===== src/rtl/decode_pipe_pkg.sv =====
// Shared RV32I/RV64I decode constants, the control-word layout and the
// func3 -> ALU operation mapping used by the decode pipeline.
package decode_pipe_pkg;

  localparam int INST_W      = 32;
  localparam int INST_ADDR_W = 32;

  localparam logic [6:0] OPC_OP     = 7'b0110011;
  localparam logic [6:0] OPC_OP_IMM = 7'b0010011;
  localparam logic [6:0] OPC_LOAD   = 7'b0000011;
  localparam logic [6:0] OPC_STORE  = 7'b0100011;
  localparam logic [6:0] OPC_BRANCH = 7'b1100011;
  localparam logic [6:0] OPC_LUI    = 7'b0110111;

  // ALU-class func3 values
  localparam logic [2:0] F3_ADD_SUB = 3'b000;
  localparam logic [2:0] F3_SLL     = 3'b001;
  localparam logic [2:0] F3_SLT     = 3'b010;
  localparam logic [2:0] F3_SLTU    = 3'b011;
  localparam logic [2:0] F3_XOR     = 3'b100;
  localparam logic [2:0] F3_SRL_SRA = 3'b101;
  localparam logic [2:0] F3_OR      = 3'b110;
  localparam logic [2:0] F3_AND     = 3'b111;

  // Memory-access width func3 values
  localparam logic [2:0] F3_MEM_B  = 3'b000;
  localparam logic [2:0] F3_MEM_H  = 3'b001;
  localparam logic [2:0] F3_MEM_W  = 3'b010;
  localparam logic [2:0] F3_MEM_D  = 3'b011;
  localparam logic [2:0] F3_MEM_BU = 3'b100;
  localparam logic [2:0] F3_MEM_HU = 3'b101;
  localparam logic [2:0] F3_MEM_WU = 3'b110;

  localparam logic [6:0] F7_BASE = 7'b0000000;
  localparam logic [6:0] F7_ALT  = 7'b0100000;

  typedef enum logic [3:0] {
    ALU_AND   = 4'b0000,
    ALU_OR    = 4'b0001,
    ALU_ADD   = 4'b0010,
    ALU_XOR   = 4'b0011,
    ALU_SLL   = 4'b0100,
    ALU_SRL   = 4'b0101,
    ALU_SUB   = 4'b0110,
    ALU_SRA   = 4'b0111,
    ALU_SLT   = 4'b1000,
    ALU_SLTU  = 4'b1001,
    ALU_PASSB = 4'b1010
  } alu_op_t;

  typedef struct packed {
    logic [4:0] rs1;
    logic [4:0] rs2;
    logic [4:0] rd;
    alu_op_t    alu_op;
    logic       alu_src;
    logic       regfile_we;
    logic       memtoreg;
    logic       memwrite;
    logic       branch;
    logic       illegal;
  } ctrl_t;

  // alt selects sub over add and sra over srl; ignored for other func3 values
  function automatic alu_op_t alu_from_func3(input logic [2:0] func3, input logic alt);
    alu_op_t op;
    case (func3)
      F3_ADD_SUB: op = alt ? ALU_SUB : ALU_ADD;
      F3_SLL:     op = ALU_SLL;
      F3_SLT:     op = ALU_SLT;
      F3_SLTU:    op = ALU_SLTU;
      F3_XOR:     op = ALU_XOR;
      F3_SRL_SRA: op = alt ? ALU_SRA : ALU_SRL;
      F3_OR:      op = ALU_OR;
      F3_AND:     op = ALU_AND;
      default:    op = ALU_ADD;
    endcase
    return op;
  endfunction

endpackage


===== src/rtl/decode_comb.sv =====
// Purely combinational instruction decoder: one instruction word in, one
// control word plus sign-extended immediate out.
module decode_comb
  import decode_pipe_pkg::*;
#(
  parameter int XLEN = 32
) (
  input  logic [INST_W-1:0] inst,
  output ctrl_t             ctrl,
  output logic [XLEN-1:0]   imm
);

  logic [6:0] opcode;
  logic [2:0] func3;
  logic [6:0] func7;
  logic       legal;
  logic       shamt_hi_ok;

  logic signed [31:0] imm_i;
  logic signed [31:0] imm_s;
  logic signed [31:0] imm_b;
  logic signed [31:0] imm_u;

  assign opcode = inst[6:0];
  assign func3  = inst[14:12];
  assign func7  = inst[31:25];

  assign imm_i = {{20{inst[31]}}, inst[31:20]};
  assign imm_s = {{20{inst[31]}}, inst[31:25], inst[11:7]};
  assign imm_b = {{19{inst[31]}}, inst[31], inst[7], inst[30:25], inst[11:8], 1'b0};
  assign imm_u = {inst[31:12], 12'b0};

  // Shift-immediate upper bits must be zero apart from bit 30; RV64 has a 6-bit shamt.
  assign shamt_hi_ok = !inst[31] && ((XLEN == 64) ? (inst[29:26] == 4'b0) : (inst[29:25] == 5'b0));

  // NOTE: every output gets a default before the case, so no path leaves a value held (no latch).
  always_comb begin
    ctrl        = '0;
    ctrl.rs1    = inst[19:15];
    ctrl.rs2    = inst[24:20];
    ctrl.rd     = inst[11:7];
    ctrl.alu_op = ALU_ADD;
    imm         = '0;
    legal       = 1'b1;

    case (opcode)
      OPC_OP: begin
        ctrl.regfile_we = 1'b1;
        ctrl.alu_op     = alu_from_func3(func3, func7[5]);
        legal = (func7 == F7_BASE) ||
                ((func7 == F7_ALT) && ((func3 == F3_ADD_SUB) || (func3 == F3_SRL_SRA)));
      end
      OPC_OP_IMM: begin
        ctrl.regfile_we = 1'b1;
        ctrl.alu_src    = 1'b1;
        ctrl.alu_op     = alu_from_func3(func3, (func3 == F3_SRL_SRA) && inst[30]);
        imm             = XLEN'(imm_i);
        case (func3)
          F3_SLL:     legal = shamt_hi_ok && !inst[30];
          F3_SRL_SRA: legal = shamt_hi_ok;
          default:    legal = 1'b1;
        endcase
      end
      OPC_LOAD: begin
        ctrl.regfile_we = 1'b1;
        ctrl.memtoreg   = 1'b1;
        ctrl.alu_src    = 1'b1;
        imm             = XLEN'(imm_i);
        legal = (func3 == F3_MEM_B) || (func3 == F3_MEM_H) || (func3 == F3_MEM_W) ||
                (func3 == F3_MEM_BU) || (func3 == F3_MEM_HU) ||
                ((XLEN == 64) && ((func3 == F3_MEM_D) || (func3 == F3_MEM_WU)));
      end
      OPC_STORE: begin
        ctrl.memwrite = 1'b1;
        ctrl.alu_src  = 1'b1;
        imm           = XLEN'(imm_s);
        legal = (func3 == F3_MEM_B) || (func3 == F3_MEM_H) || (func3 == F3_MEM_W) ||
                ((XLEN == 64) && (func3 == F3_MEM_D));
      end
      OPC_BRANCH: begin
        ctrl.branch = 1'b1;
        ctrl.alu_op = ALU_SUB;
        imm         = XLEN'(imm_b);
        // func3 010/011 are the only undefined branch conditions
        legal = (func3[2:1] != 2'b01);
      end
      OPC_LUI: begin
        ctrl.regfile_we = 1'b1;
        ctrl.alu_src    = 1'b1;
        ctrl.alu_op     = ALU_PASSB;
        imm             = XLEN'(imm_u);
      end
      default: legal = 1'b0;
    endcase

    if (!legal) begin
      ctrl.illegal    = 1'b1;
      ctrl.regfile_we = 1'b0;
      ctrl.memwrite   = 1'b0;
      ctrl.branch     = 1'b0;
      ctrl.memtoreg   = 1'b0;
    end
    if (ctrl.rd == 5'd0) ctrl.regfile_we = 1'b0;
  end

endmodule


===== src/rtl/decode_pipe.sv =====
// Registered decode stage: decode_comb feeding a two-entry skid buffer so the
// stage sustains one instruction per cycle with a registered in_ready.
module decode_pipe
  import decode_pipe_pkg::*;
#(
  parameter int XLEN = 32
) (
  input  logic                   clk,
  input  logic                   rst,
  input  logic                   flush,
  input  logic                   in_valid,
  output logic                   in_ready,
  input  logic [INST_ADDR_W-1:0] pc_i,
  input  logic [INST_W-1:0]      inst_i,
  output logic                   out_valid,
  input  logic                   out_ready,
  output logic [INST_ADDR_W-1:0] pc_o,
  output logic [4:0]             rsa_a_o,
  output logic [4:0]             rsb_a_o,
  output logic [4:0]             rsd_o,
  output logic [XLEN-1:0]        imm_o,
  output logic [3:0]             ALUOp,
  output logic                   ALUSrc,
  output logic                   regfile_we,
  output logic                   memtoreg,
  output logic                   memwrite,
  output logic                   branch,
  output logic                   illegal
);

  typedef struct packed {
    ctrl_t                  ctrl;
    logic [INST_ADDR_W-1:0] pc;
    logic [XLEN-1:0]        imm;
  } entry_t;

  ctrl_t           dec_ctrl;
  logic [XLEN-1:0] dec_imm;
  entry_t          dec;
  entry_t          main_q;
  entry_t          skid_q;

  logic main_v_q;
  logic skid_v_q;
  logic in_ready_q;
  logic main_v_d;
  logic skid_v_d;
  logic accept;
  logic drain;
  logic main_from_in;
  logic main_from_skid;
  logic skid_from_in;

  decode_comb #(.XLEN(XLEN)) u_decode (
    .inst (inst_i),
    .ctrl (dec_ctrl),
    .imm  (dec_imm)
  );

  assign dec    = '{ctrl: dec_ctrl, pc: pc_i, imm: dec_imm};
  assign accept = in_valid && in_ready_q && !flush;
  assign drain  = main_v_q && out_ready;

  always_comb begin
    main_v_d       = main_v_q;
    skid_v_d       = skid_v_q;
    main_from_in   = 1'b0;
    main_from_skid = 1'b0;
    skid_from_in   = 1'b0;

    if (flush) begin
      main_v_d = 1'b0;
      skid_v_d = 1'b0;
    end else if (!main_v_q || drain) begin
      // Main is free this cycle: the older skid entry always goes first.
      if (skid_v_q) begin
        main_from_skid = 1'b1;
        main_v_d       = 1'b1;
        skid_from_in   = accept;
        skid_v_d       = accept;
      end else begin
        main_from_in = accept;
        main_v_d     = accept;
      end
    end else if (accept) begin
      skid_from_in = 1'b1;
      skid_v_d     = 1'b1;
    end
  end

  // NOTE: state registers use non-blocking assignments so every flop samples pre-edge values.
  always_ff @(posedge clk or negedge rst) begin
    if (!rst) begin
      main_v_q   <= 1'b0;
      skid_v_q   <= 1'b0;
      in_ready_q <= 1'b0;
      main_q     <= '0;
    end else begin
      main_v_q   <= main_v_d;
      skid_v_q   <= skid_v_d;
      in_ready_q <= !skid_v_d;
      if (main_from_in) begin
        main_q <= dec;
      end else if (main_from_skid) begin
        main_q <= skid_q;
      end
    end
  end

  // NOTE: skid payload needs no reset; it is never observed unless skid_v_q is set.
  always_ff @(posedge clk) begin
    if (skid_from_in) skid_q <= dec;
  end

  assign in_ready   = in_ready_q;
  assign out_valid  = main_v_q;
  assign pc_o       = main_q.pc;
  assign rsa_a_o    = main_q.ctrl.rs1;
  assign rsb_a_o    = main_q.ctrl.rs2;
  assign rsd_o      = main_q.ctrl.rd;
  assign imm_o      = main_q.imm;
  assign ALUOp      = main_q.ctrl.alu_op;
  assign ALUSrc     = main_q.ctrl.alu_src;
  assign regfile_we = main_q.ctrl.regfile_we;
  assign memtoreg   = main_q.ctrl.memtoreg;
  assign memwrite   = main_q.ctrl.memwrite;
  assign branch     = main_q.ctrl.branch;
  assign illegal    = main_q.ctrl.illegal;

endmodule


===== config.mk =====
export PLATFORM = sky130hd
export DESIGN_NAME = decode_pipe
export DESIGN_NICKNAME = d
export VERILOG_FILES = /design/src/rtl/decode_pipe_pkg.sv /design/src/rtl/decode_comb.sv /design/src/rtl/decode_pipe.sv
export SDC_FILE = /design/constraint.sdc
export NUM_CORES = 1
export LEC_CHECK = 0
export CORE_MARGIN = 2
export CORE_UTILIZATION = 50
export DETAILED_ROUTE_END_ITERATION = 16
export PLACE_DENSITY = 0.79
export SETUP_SLACK_MARGIN = 0.2
export SYNTH_ARGS = -nofsm -noshare
export SYNTH_HDL_FRONTEND = slang
export SYNTH_SLANG_ARGS = --single-unit

===== constraint.sdc =====
create_clock -name clk -period 16 [get_ports clk]
set_input_delay 4.8 -clock clk [delete_from_list [all_inputs] [get_ports clk]]
set_output_delay 4.8 -clock clk [all_outputs]
set_load 0.01 [all_outputs]

Word level (Yosys, flattened, before mapping) --
Cells that the tools add are included.
Cells by class: equality and inequality tests 15, muxes and demuxes 35, reductions and logical operators 28
Operators by type and width (number):
- 2-to-1 mux 89 bit | 2
- case mux 32 bit (4 select lines) | 1
- case mux 4 bit (8 select lines) | 2
- equality test 7 x 6 -> 1 bit, second input constant | 4
- 2-to-1 mux 1 bit | 22
- case mux 4 bit (4 select lines) | 1
- equality test 3 bit, second input constant | 4
- logical NOT 5 bit | 2
- OR reduction 4 bit | 2
- equality test 7 x 2 -> 1 bit, second input constant | 1
- equality test 7 x 5 -> 1 bit, second input constant | 1
- equality test 7 bit, second input constant | 1
- logical AND 1 bit | 7
- logical NOT 7 bit | 1
- logical OR 1 bit | 7
- equality test 3 x 2 -> 1 bit, second input constant | 2
- 2-to-1 mux 3 bit | 2
- case mux 1 bit (6 select lines) | 1
- logical NOT 1 bit | 5
- 2-to-1 mux 5 bit | 1
- 2-to-1 mux 2 bit | 2
- nonzero test 2 bit | 2
- equality test 3 x 1 -> 1 bit, second input constant | 1
- logical NOT 3 bit | 1
- 3 further kinds | 3
Word-level totals: register bits 181, input bits 69, output and inout bits 91, word-level logic and storage cells 105

Logic depth before layout (Yosys ltp) --
Gate-level depths: netlist (run 1).
depth in word-level cells 9, mapped depth 7, mapped depth without buffers 5

Cells and area by module --
A second synthesis (run 1) with hierarchy kept.
Second synthesis, totals: cell total of the unflattened synthesis 764, area, all modules 8967.4 um^2
By module, submodules not included:
- decode_pipe | times used 1, cells an instance 649, area an instance 8189.1 um^2
- decode_comb | times used 1, cells an instance 115, area an instance 778.2 um^2

Least setup slack after synthesis (run 1) --
No wires, ideal clock.
path kind input -> register, start point input port out_ready, end point register skid_q[0] in the netlist's numbering (enable), library setup time 0.537 ns, arrival 9.099 ns, data required time 15.463 ns, setup slack 6.364 ns, stages 4, buffers on the path 0, cell sequence nor2b_2 -> nor2_1 -> or2_2 -> nor2_1
On the way: cells in the longest elaborated chain, start to end 4
Ends and longest elaborated chain:
- start, declared | line decode_pipe.sv:16 | input logic out_ready,
- logical AND 1 bit | line decode_pipe.sv:62 | assign drain = main_v_q && out_ready;
- logical OR 1 bit | line decode_pipe.sv:74 | end else if (!main_v_q || drain) begin
- 2-to-1 mux 1 bit | line decode_pipe.sv:74
- 2-to-1 mux 1 bit | line decode_pipe.sv:71 | if (flush) begin
- net skid_from_in | line decode_pipe.sv:52 | logic skid_from_in;
- end signal, assigned | line decode_pipe.sv:112 | if (skid_from_in) skid_q <= dec;
- end, declared | line decode_pipe.sv:41 | entry_t skid_q;
The timed path passes the listed nets, and every way through them passes these cells. A chain may end at the register's enable or synchronous reset.

Worst setup path in the final report (run 1) --
start point input port out_ready, end point register skid_q[74] in the netlist's numbering (enable)
The elaborated chain is that of the path after synthesis.

==> results of run 1 <==
## power groups by stage
stage                     combinational (mW)  clock (mW)  sequential, mW
after floorplan                       0.0696           0           0.590
after global placement                 0.217           0           0.571
after detailed placement               0.223           0           0.572
after CTS                              0.224       0.399           0.564
after global routing                   0.241       0.417           0.569
final                                  0.222       0.391           0.564
## sequential cells by signal, summed over array words and instances (netlist names)
register and cells:
ALUOp 4, ALUSrc 1, branch 1, illegal 1, imm_o 32, in_ready 1, memtoreg 1, memwrite 1
out_valid 1, pc_o 32, regfile_we 1, rsa_a_o 5, rsb_a_o 5, rsd_o 5, skid_q 89, skid_v_q 1
## stage by stage
| step | utilization | hold WS, ns | power (mW) | setup slack (ns) | instances |
|---|---|---|---|---|---|
| after global routing | 0.666 | 0.498 | 1.23 | 8.94 | 1004 |
| after floorplan | - | 0.449 | 0.660 | 6.36 | 670 |
| after CTS | 0.666 | 0.486 | 1.19 | 9.07 | 1004 |
| after detailed placement | 0.629 | 0.471 | 0.795 | 8.64 | 972 |
| final | 0.666 | 0.481 | 1.18 | 9.04 | 1004 |
| after global placement | 0.629 | 0.458 | 0.788 | 8.72 | 972 |
## synthesized netlist by cell type (all sizes together), types with 2 or more instances
master / n / share of area
nor4: 2 / 0.0037
a31oi: 61 / 0.051
and2b: 2 / 0.0020
buf: 23 / 0.015
o21ai: 25 / 0.017
nand3b: 7 / 0.0070
a21oi: 7 / 0.0047
edfxtp: 89 / 0.35
nor3: 6 / 0.0040
a22o: 5 / 0.0058
and2: 2 / 0.0017
inv: 4 / 0.0020
nand2b: 3 / 0.0025
and3b: 2 / 0.0023
a21o: 20 / 0.020
o31ai: 5 / 0.0050
o21bai: 4 / 0.0040
a21boi: 2 / 0.0020
and3: 2 / 0.0017
nor2: 79 / 0.039
mux2i: 24 / 0.032
nor3b: 2 / 0.0020
nand3: 3 / 0.0020
nand2: 150 / 0.075
clkbuf: 24 / 0.012
dfrtp: 92 / 0.31
nor2b: 7 / 0.0061
o21a: 2 / 0.0020
## cells by family after synthesis
family	synth area share
simple gates	0.160
flops	0.661
compound gates	0.116
buf+inv	0.0291
mux	0.0319
xor+xnor	0.00233
## critical path, stage by stage
cell,delay (ns)
clkdlybuf4s50_1,0.41
nor2b_2,0.27
nor2_1,0.13
or2_2,0.33
nor2_4,0.08
buf_4,0.88
## layer usage
layer,global-route usage,up-vias
li1,-,2642
met4,0.0756,0
met3,0.0519,17
met2,0.359,204
met1,0.322,2734
met5,0,-
## cell type report
type / count / area (sq um) / area share
sequential: 181 / 4970 / 0.510
multi-input combinational: 438 / 2350 / 0.241
timing repair buffer: 165 / 1630 / 0.168
clock buffer: 19 / 443 / 0.0454
tap: 184 / 230 / 0.0236
clock inverter: 13 / 106 / 0.0109
inverter: 4 / 15.0 / 0.00154
## worst paths after layout
| kind | start | end | slack (ns) |
|---|---|---|---|
| max | out_ready | skid_q[74] | 9.04 |
| max reg2reg | out_valid | skid_q[74] | 13.47 |
| max in group asynchronous | rst | imm_o[27] | 10.47 |
| min in group asynchronous | rst | pc_o[22] | 4.34 |
| min reg2reg | imm_o[3] | imm_o[3] | 0.48 |
| min | imm_o[3] | imm_o[3] | 0.48 |
==> results list, run 1 <==
- Summing all placed instances gives a cell area of 0.00921 sq mm.
* Warning count from the yosys run: 0
* Final weighted congestion in routability-driven placement: 0.812
* Sum Neg Setup Slack: 0 ns
- The cell sitting at the root of the clock tree is a clkbuf_16.
- In this run the vertical extent of the chip is 127 um.
- Detailed placement HPWL: 11,500 um
* Max cap viols: 0
- Relative area change from synthesis to final layout: 29.6%
- Of the total power, registers draw 0.479.
* Maximum fanout count along the critical path: 89
- Number of H-tree levels: 4
- Met2 routed WL: 8420 um
- Once the clock tree was built, the resizer swapped 0 gates to a different size.
- After synthesis, the mean cell area works out to 11.2 sq um.
- Via count of the first global-routing pass: 5,484
* Share of synthesized registers carrying an async set or reset: 0.508
- Net count, final: 876
- TritonCTS built the clock tree.
- The critical path in this run is classified as primary input to flip-flop.
- Power per standard cell area: 121 mW/mm^2
- The count of final max-slew check failures is 0.
- For this run the aggregate overflow at the end of global routing stands at 0.
- Via Count: 5,597
* Tightest slew margin relative to the limit: 0.198
* Hold Fails Final Rpt: 0
- For the worst-skew pair, the clock arrives at the later sink with an insertion delay of 0.42 ns.
- After synthesis the cells add up to 0.00753 sq mm.
- For this run, the total global-route usage over all layers was measured as 0.229.
* Number of synthesized flops with an enable pin: 89
- Cell internal pwr: 0.872 mW
* Full die area: 0.0161 sq mm
- Total nets after synthesis: 739
* Count of fill cells added during filler insertion: 1,083
* Post-CTS setup repair buffer count: 0
* Seq cells post-synth: 181
- Antenna Diode Count: 0
* Sequential share of the synthesized area: 0.661
* Data arrival time of the critical path: 7.00 ns
- P_leak: 3.87 nW
* Core Area: 0.0146 sq mm
* Highest-count cells in the layout ignoring fill and taps: clkdlybuf4s50_1, nand2_1, dfrtp_1
* Horiz. Die Dim: 127 um
- Largest net degree at the start of global routing: 121
- Clock-pin slew was measured on the worst setup and hold paths at 0.06 ns.
* Met1 layer wirelength in the final routing: 8120 um
- The worst setup path is captured at a flip-flop.
- The share of total power dissipated in combinational logic is 0.189.
- For the pin with the worst max-slew slack, the measured transition is 1.20 ns.
- The number of cells on the worst reg-to-reg path is 5.
- Effective utilization at floorplan: 0.514
- Class of the worst hold path: flip-flop to flip-flop
* Core Rows: 44
- Leading register cell type out of synthesis: dfrtp_1
- Maximum clock path buffer count: 2
- DRC errors left: 0
- Of the total power, the share spent switching nets is 0.258.
- The number of hold buffers added after CTS was 0.
- Highest routing layer actually used: met4
- Fin area: 0.00976 sq mm
- The routed design uses 1210 um of met3 wire.
- Number of unique standard cell types used by synthesis: 49
- In this run, the number of DRC markers left after iteration 0 of detailed routing was 573.
* Most common cell after layout, fill and taps aside: clkdlybuf4s50_1
* Number of top-level design ports: 160
* Number of buffers created by CTS: 17
* Number of stages on the worst hold path: 2
- Across the routed clock network, the largest skew measured is 0.00684 ns.
* Maximum vdd ir drop: 0.0767 mV
- Wire length of the first global-routing pass: 28,700 um
- Crit path launch type: primary input
* Final min period: 6.96 ns
* Via density per instance: 5.57
- NetSw: 0.304 mW
* Clk pwr share: 0.332
- STA puts the critical path data required time at 16.03 ns.
- Of the cells placed in the final design, the portion with a size suffix greater than 1 is 0.0524.
- Mapped Cells: 670
- Unrepaired setup endpoints after global routing: false
- Final setup violation count: 0
- Antenna violations before repair: 0
- Clk sink count: 181
- Final period util: 0.435
* Antenna Violating Nets Remaining: 0
* Pre-Repair DR Iteration Count: 5
- The run finished with clean final reports.
- After detailed routing, the average wire length per cell comes to 17.9 um.
* Input/output buffers: 159
* Total Routed Length: 18,000 um
- Maximum clock frequency: 144 MHz
No activity file was read; power rests on OpenSTA's default activity.
==> run 2: changes to the inputs <==
--- a/config.mk
+++ b/config.mk
@@ -6,9 +6,9 @@
 export NUM_CORES = 1
 export LEC_CHECK = 0
 export CORE_MARGIN = 2
-export CORE_UTILIZATION = 50
+export CORE_UTILIZATION = 46
 export DETAILED_ROUTE_END_ITERATION = 16
-export PLACE_DENSITY = 0.79
+export PLACE_DENSITY = 0.76
 export SETUP_SLACK_MARGIN = 0.2
 export SYNTH_ARGS = -nofsm -noshare
 export SYNTH_HDL_FRONTEND = slang
==> constraint.sdc (replaced) <==
create_clock -name clk -period 6.35 [get_ports clk]
set_input_delay 1.905 -clock clk [delete_from_list [all_inputs] [get_ports clk]]
set_output_delay 1.905 -clock clk [all_outputs]
set_load 0.01 [all_outputs]
==> results list, run 2 (same netlist as run 1, synthesis figures left out) <==
* Status: complete, no violations (unchanged)
- Final min period: 4.05 ns
* Worst path cell trace: clkdlybuf4s50_1 -> nor2b_2 -> nor2_1 -> or2_2 -> nor2_4 -> buf_4 (unchanged)
* Final slew viol count: 0 (unchanged)
- Required @ worst endpoint: 6.38 ns (was 16.03 ns)
- The startpoint of the tightest hold check path is imm_o[3] (unchanged).
- Antenna Violating Nets Remaining: 0 (unchanged)
- The number of rows in the core area is 46 (was 44).
- Most flops, register: skid_q (unchanged)
* Detailed placement HPWL: 11,600 um (was 11,500 um)
- The global-route usage over all layers came to 0.209 (was 0.229).
* Tightest Pin Transition: 1.19 ns (was 1.20 ns)
- The critical path start-end classification is primary input to flip-flop (unchanged).
- First-iteration detailed-routing DRC count: 585 (was 573)
- Final weighted congestion in routability-driven placement: 0.841 (was 0.812)
* Number of stages on the worst hold path: 2 (unchanged)
- Data arrival time of the critical path: 4.08 ns (was 7.00 ns)
- The total grt overflow was 0 (unchanged).
- TritonCTS clock tree: done (unchanged)
- The sort of element at the end of the critical path is a flip-flop (unchanged).
* DRC errors left: 0 (unchanged)
* Most common cell after layout, fill and taps aside: clkdlybuf4s50_1 (unchanged)
- Highest-count cells in the layout ignoring fill and taps: clkdlybuf4s50_1, nand2_1, dfrtp_1 (unchanged)
* Hold Fails Final Rpt: 0 (unchanged)
- Slowest-stage cell, CP: buf_4 (unchanged)
- Peak per-stage delay on the critical path: 0.87 ns (was 0.88 ns)
- Count of fill cells added during filler insertion: 1,253 (was 1,083)
- Flip-flop count of the largest register, all copies and words added: 89 (unchanged)
* Number of buffers created by CTS: 17 (unchanged)
* Cts-stage hold buffer count: 0 (unchanged)
* Register-to-Register Setup Slack: 3.83 ns (was 13.47 ns)
- Pre-Repair DR Iteration Count: 5 (unchanged)
- Root Buffer: clkbuf_16 (unchanged)
* DP Area: 0.00924 sq mm (was 0.00921 sq mm)
* Max cap viols: 0 (unchanged)
- Family with the most delay on the worst path: buffers and inverters (unchanged)
- The total wirelength of the detailed-routed design is 17,900 um (was 18,000 um).
- Worst setup skew after layout: 0.00736 ns (was 0.00684 ns)
* Post-CTS setup repair buffer count: 0 (unchanged)
* Maximum clock path buffer count: 2 (unchanged)
- The maximum fanout encountered on the critical timing path was 89 (unchanged).
* Effective utilization at floorplan: 0.472 (was 0.514)
* Clk sink count: 181 (unchanged)
- The number of port buffers came to 159 (unchanged).
- Power per standard cell area: 307 mW/mm^2 (was 121 mW/mm^2)
- Full die area: 0.0174 sq mm (was 0.0161 sq mm)
* Via Count: 5,602 (was 5,597)
* Crit path launch type: primary input (unchanged)
- The clock network latency to the later pin of the worst-skew pair came to 0.42 ns (about the same).
- The area growth from synthesis to layout was 30.5% (was 29.6%).
- Unrepaired setup endpoints after global routing: false (unchanged)
- Core Area: 0.0159 sq mm (was 0.0146 sq mm)
- The count of buffering cells on the critical path with inverters included is 2 (unchanged).
* Worst reg2reg path depth: 5 (unchanged)
- The pin count of the biggest net entering global routing came to 121 (unchanged).
- The path type of the worst min-delay path is flip-flop to flip-flop (unchanged).
* Fraction of layout instances using a drive strength above 1: 0.0513 (was 0.0524)
- The leakage power summed over all cells was 3.87 nW (about the same).
- Worst-case hold path end point: imm_o[3] (unchanged)
- Fin area: 0.00983 sq mm (was 0.00976 sq mm)
- The number of cells upsized or downsized after cts was 0 (unchanged).
- Maximum vdd ir drop: 0.179 mV (was 0.0767 mV)
- The die width came to 132 um (was 127 um).
* Via density per instance: 5.41 (was 5.57)
* Clock transition at the registers of the reported paths: 0.06 ns (about the same)
- Total placed cells including tap cells: 1,003 (was 972)
* Sum Neg Setup Slack: 0 ns (unchanged)
- The number of antenna violations at the first check in global routing was 0 (unchanged).
- Number of H-tree levels: 4 (unchanged)
* Wire length of the first global-routing pass: 29,100 um (was 28,700 um)
- Final setup violation count: 0 (unchanged)
- The die extent in y was 132 um (was 127 um).
- Timing would allow up to 247 MHz.
* Worst hold slack after final layout: 0.484 ns (was 0.481 ns)
- Number of top-level design ports: 160 (unchanged)
- The total chip power was 3.02 mW (was 1.18 mW).
- Origin of the critical flop-to-flop path: out_valid (unchanged)
- The number of global-route vias before repair is 5,625 (was 5,484).
* Final standard cell count with taps included and fillers excluded: 1,035 (was 1,004)
* Critical register-to-register path endpoint: skid_q[4] (was skid_q[74])
- The worst-case headroom to the max-slew limit is 0.204 (was 0.198).
* Antenna Diode Count: 0 (unchanged)
- Net count, final: 875 (was 876)
* Final period util: 0.638
- Average wire per cell in the routed design: 17.3 um (was 17.9 um)
==> run 2: cell count changes in the layout (fill, tap and decap cells not counted), sizes merged <==
cell and change:
inv -3, clkbuf +2, clkinv -2, clkinvlp +2, buf -1, bufinv +1
==> run 2: worst max-delay path by stage <==
stage / from / to / cells past startpoint
2_1_floorplan: out_ready / skid_q[0] / 4
3_3_place_gp: out_ready / skid_q[13] / 6
3_5_place_dp: out_ready / skid_q[17] / 6
4_1_cts: out_ready / skid_q[11] / 6
5_1_grt: out_ready / skid_q[79] / 6
6_report: out_ready / skid_q[4] / 6
==> run 2: per-stage QoR <==
step	setup WS, ns	util
finish	2.30	0.616
global route	2.16	0.616
CTS	2.33	0.616
detailed placement	1.88	0.580
global placement	1.96	0.580
floorplan	1.11	-
==> run 2: worst min-delay path: stages (launching register included) <==
cell,delay (ns)
dfrtp_1,0.35
nand2_1,0.05
o31ai_1,0.05
==> run 2: power breakdown <==
group          switching, mW  internal [mW]  total [mW]
sequential            0.0682           1.35        1.42
clock                  0.436          0.601        1.04
combinational          0.265          0.297       0.561
==> run 2: cell type report <==
type | instances | area [sq um] | area share
tap | 216 | 270 | 0.0275
sequential | 181 | 4970 | 0.506
clock buffer | 21 | 460 | 0.0469
inverter | 4 | 15.0 | 0.00153
timing repair buffer | 164 | 1630 | 0.166
clock inverter | 11 | 128 | 0.0130
multi-input combinational | 438 | 2350 | 0.239
==> run 2: metal layers <==
metal,vias up,routed length [um],global-route usage,share of wire
met5,-,0,0,0
li1,2633,-,-,-
met1,2725,8050,0.289,0.45
met3,11,1420,0.0511,0.079
met2,233,8360,0.332,0.47
met4,0,95,0.0562,0.0053
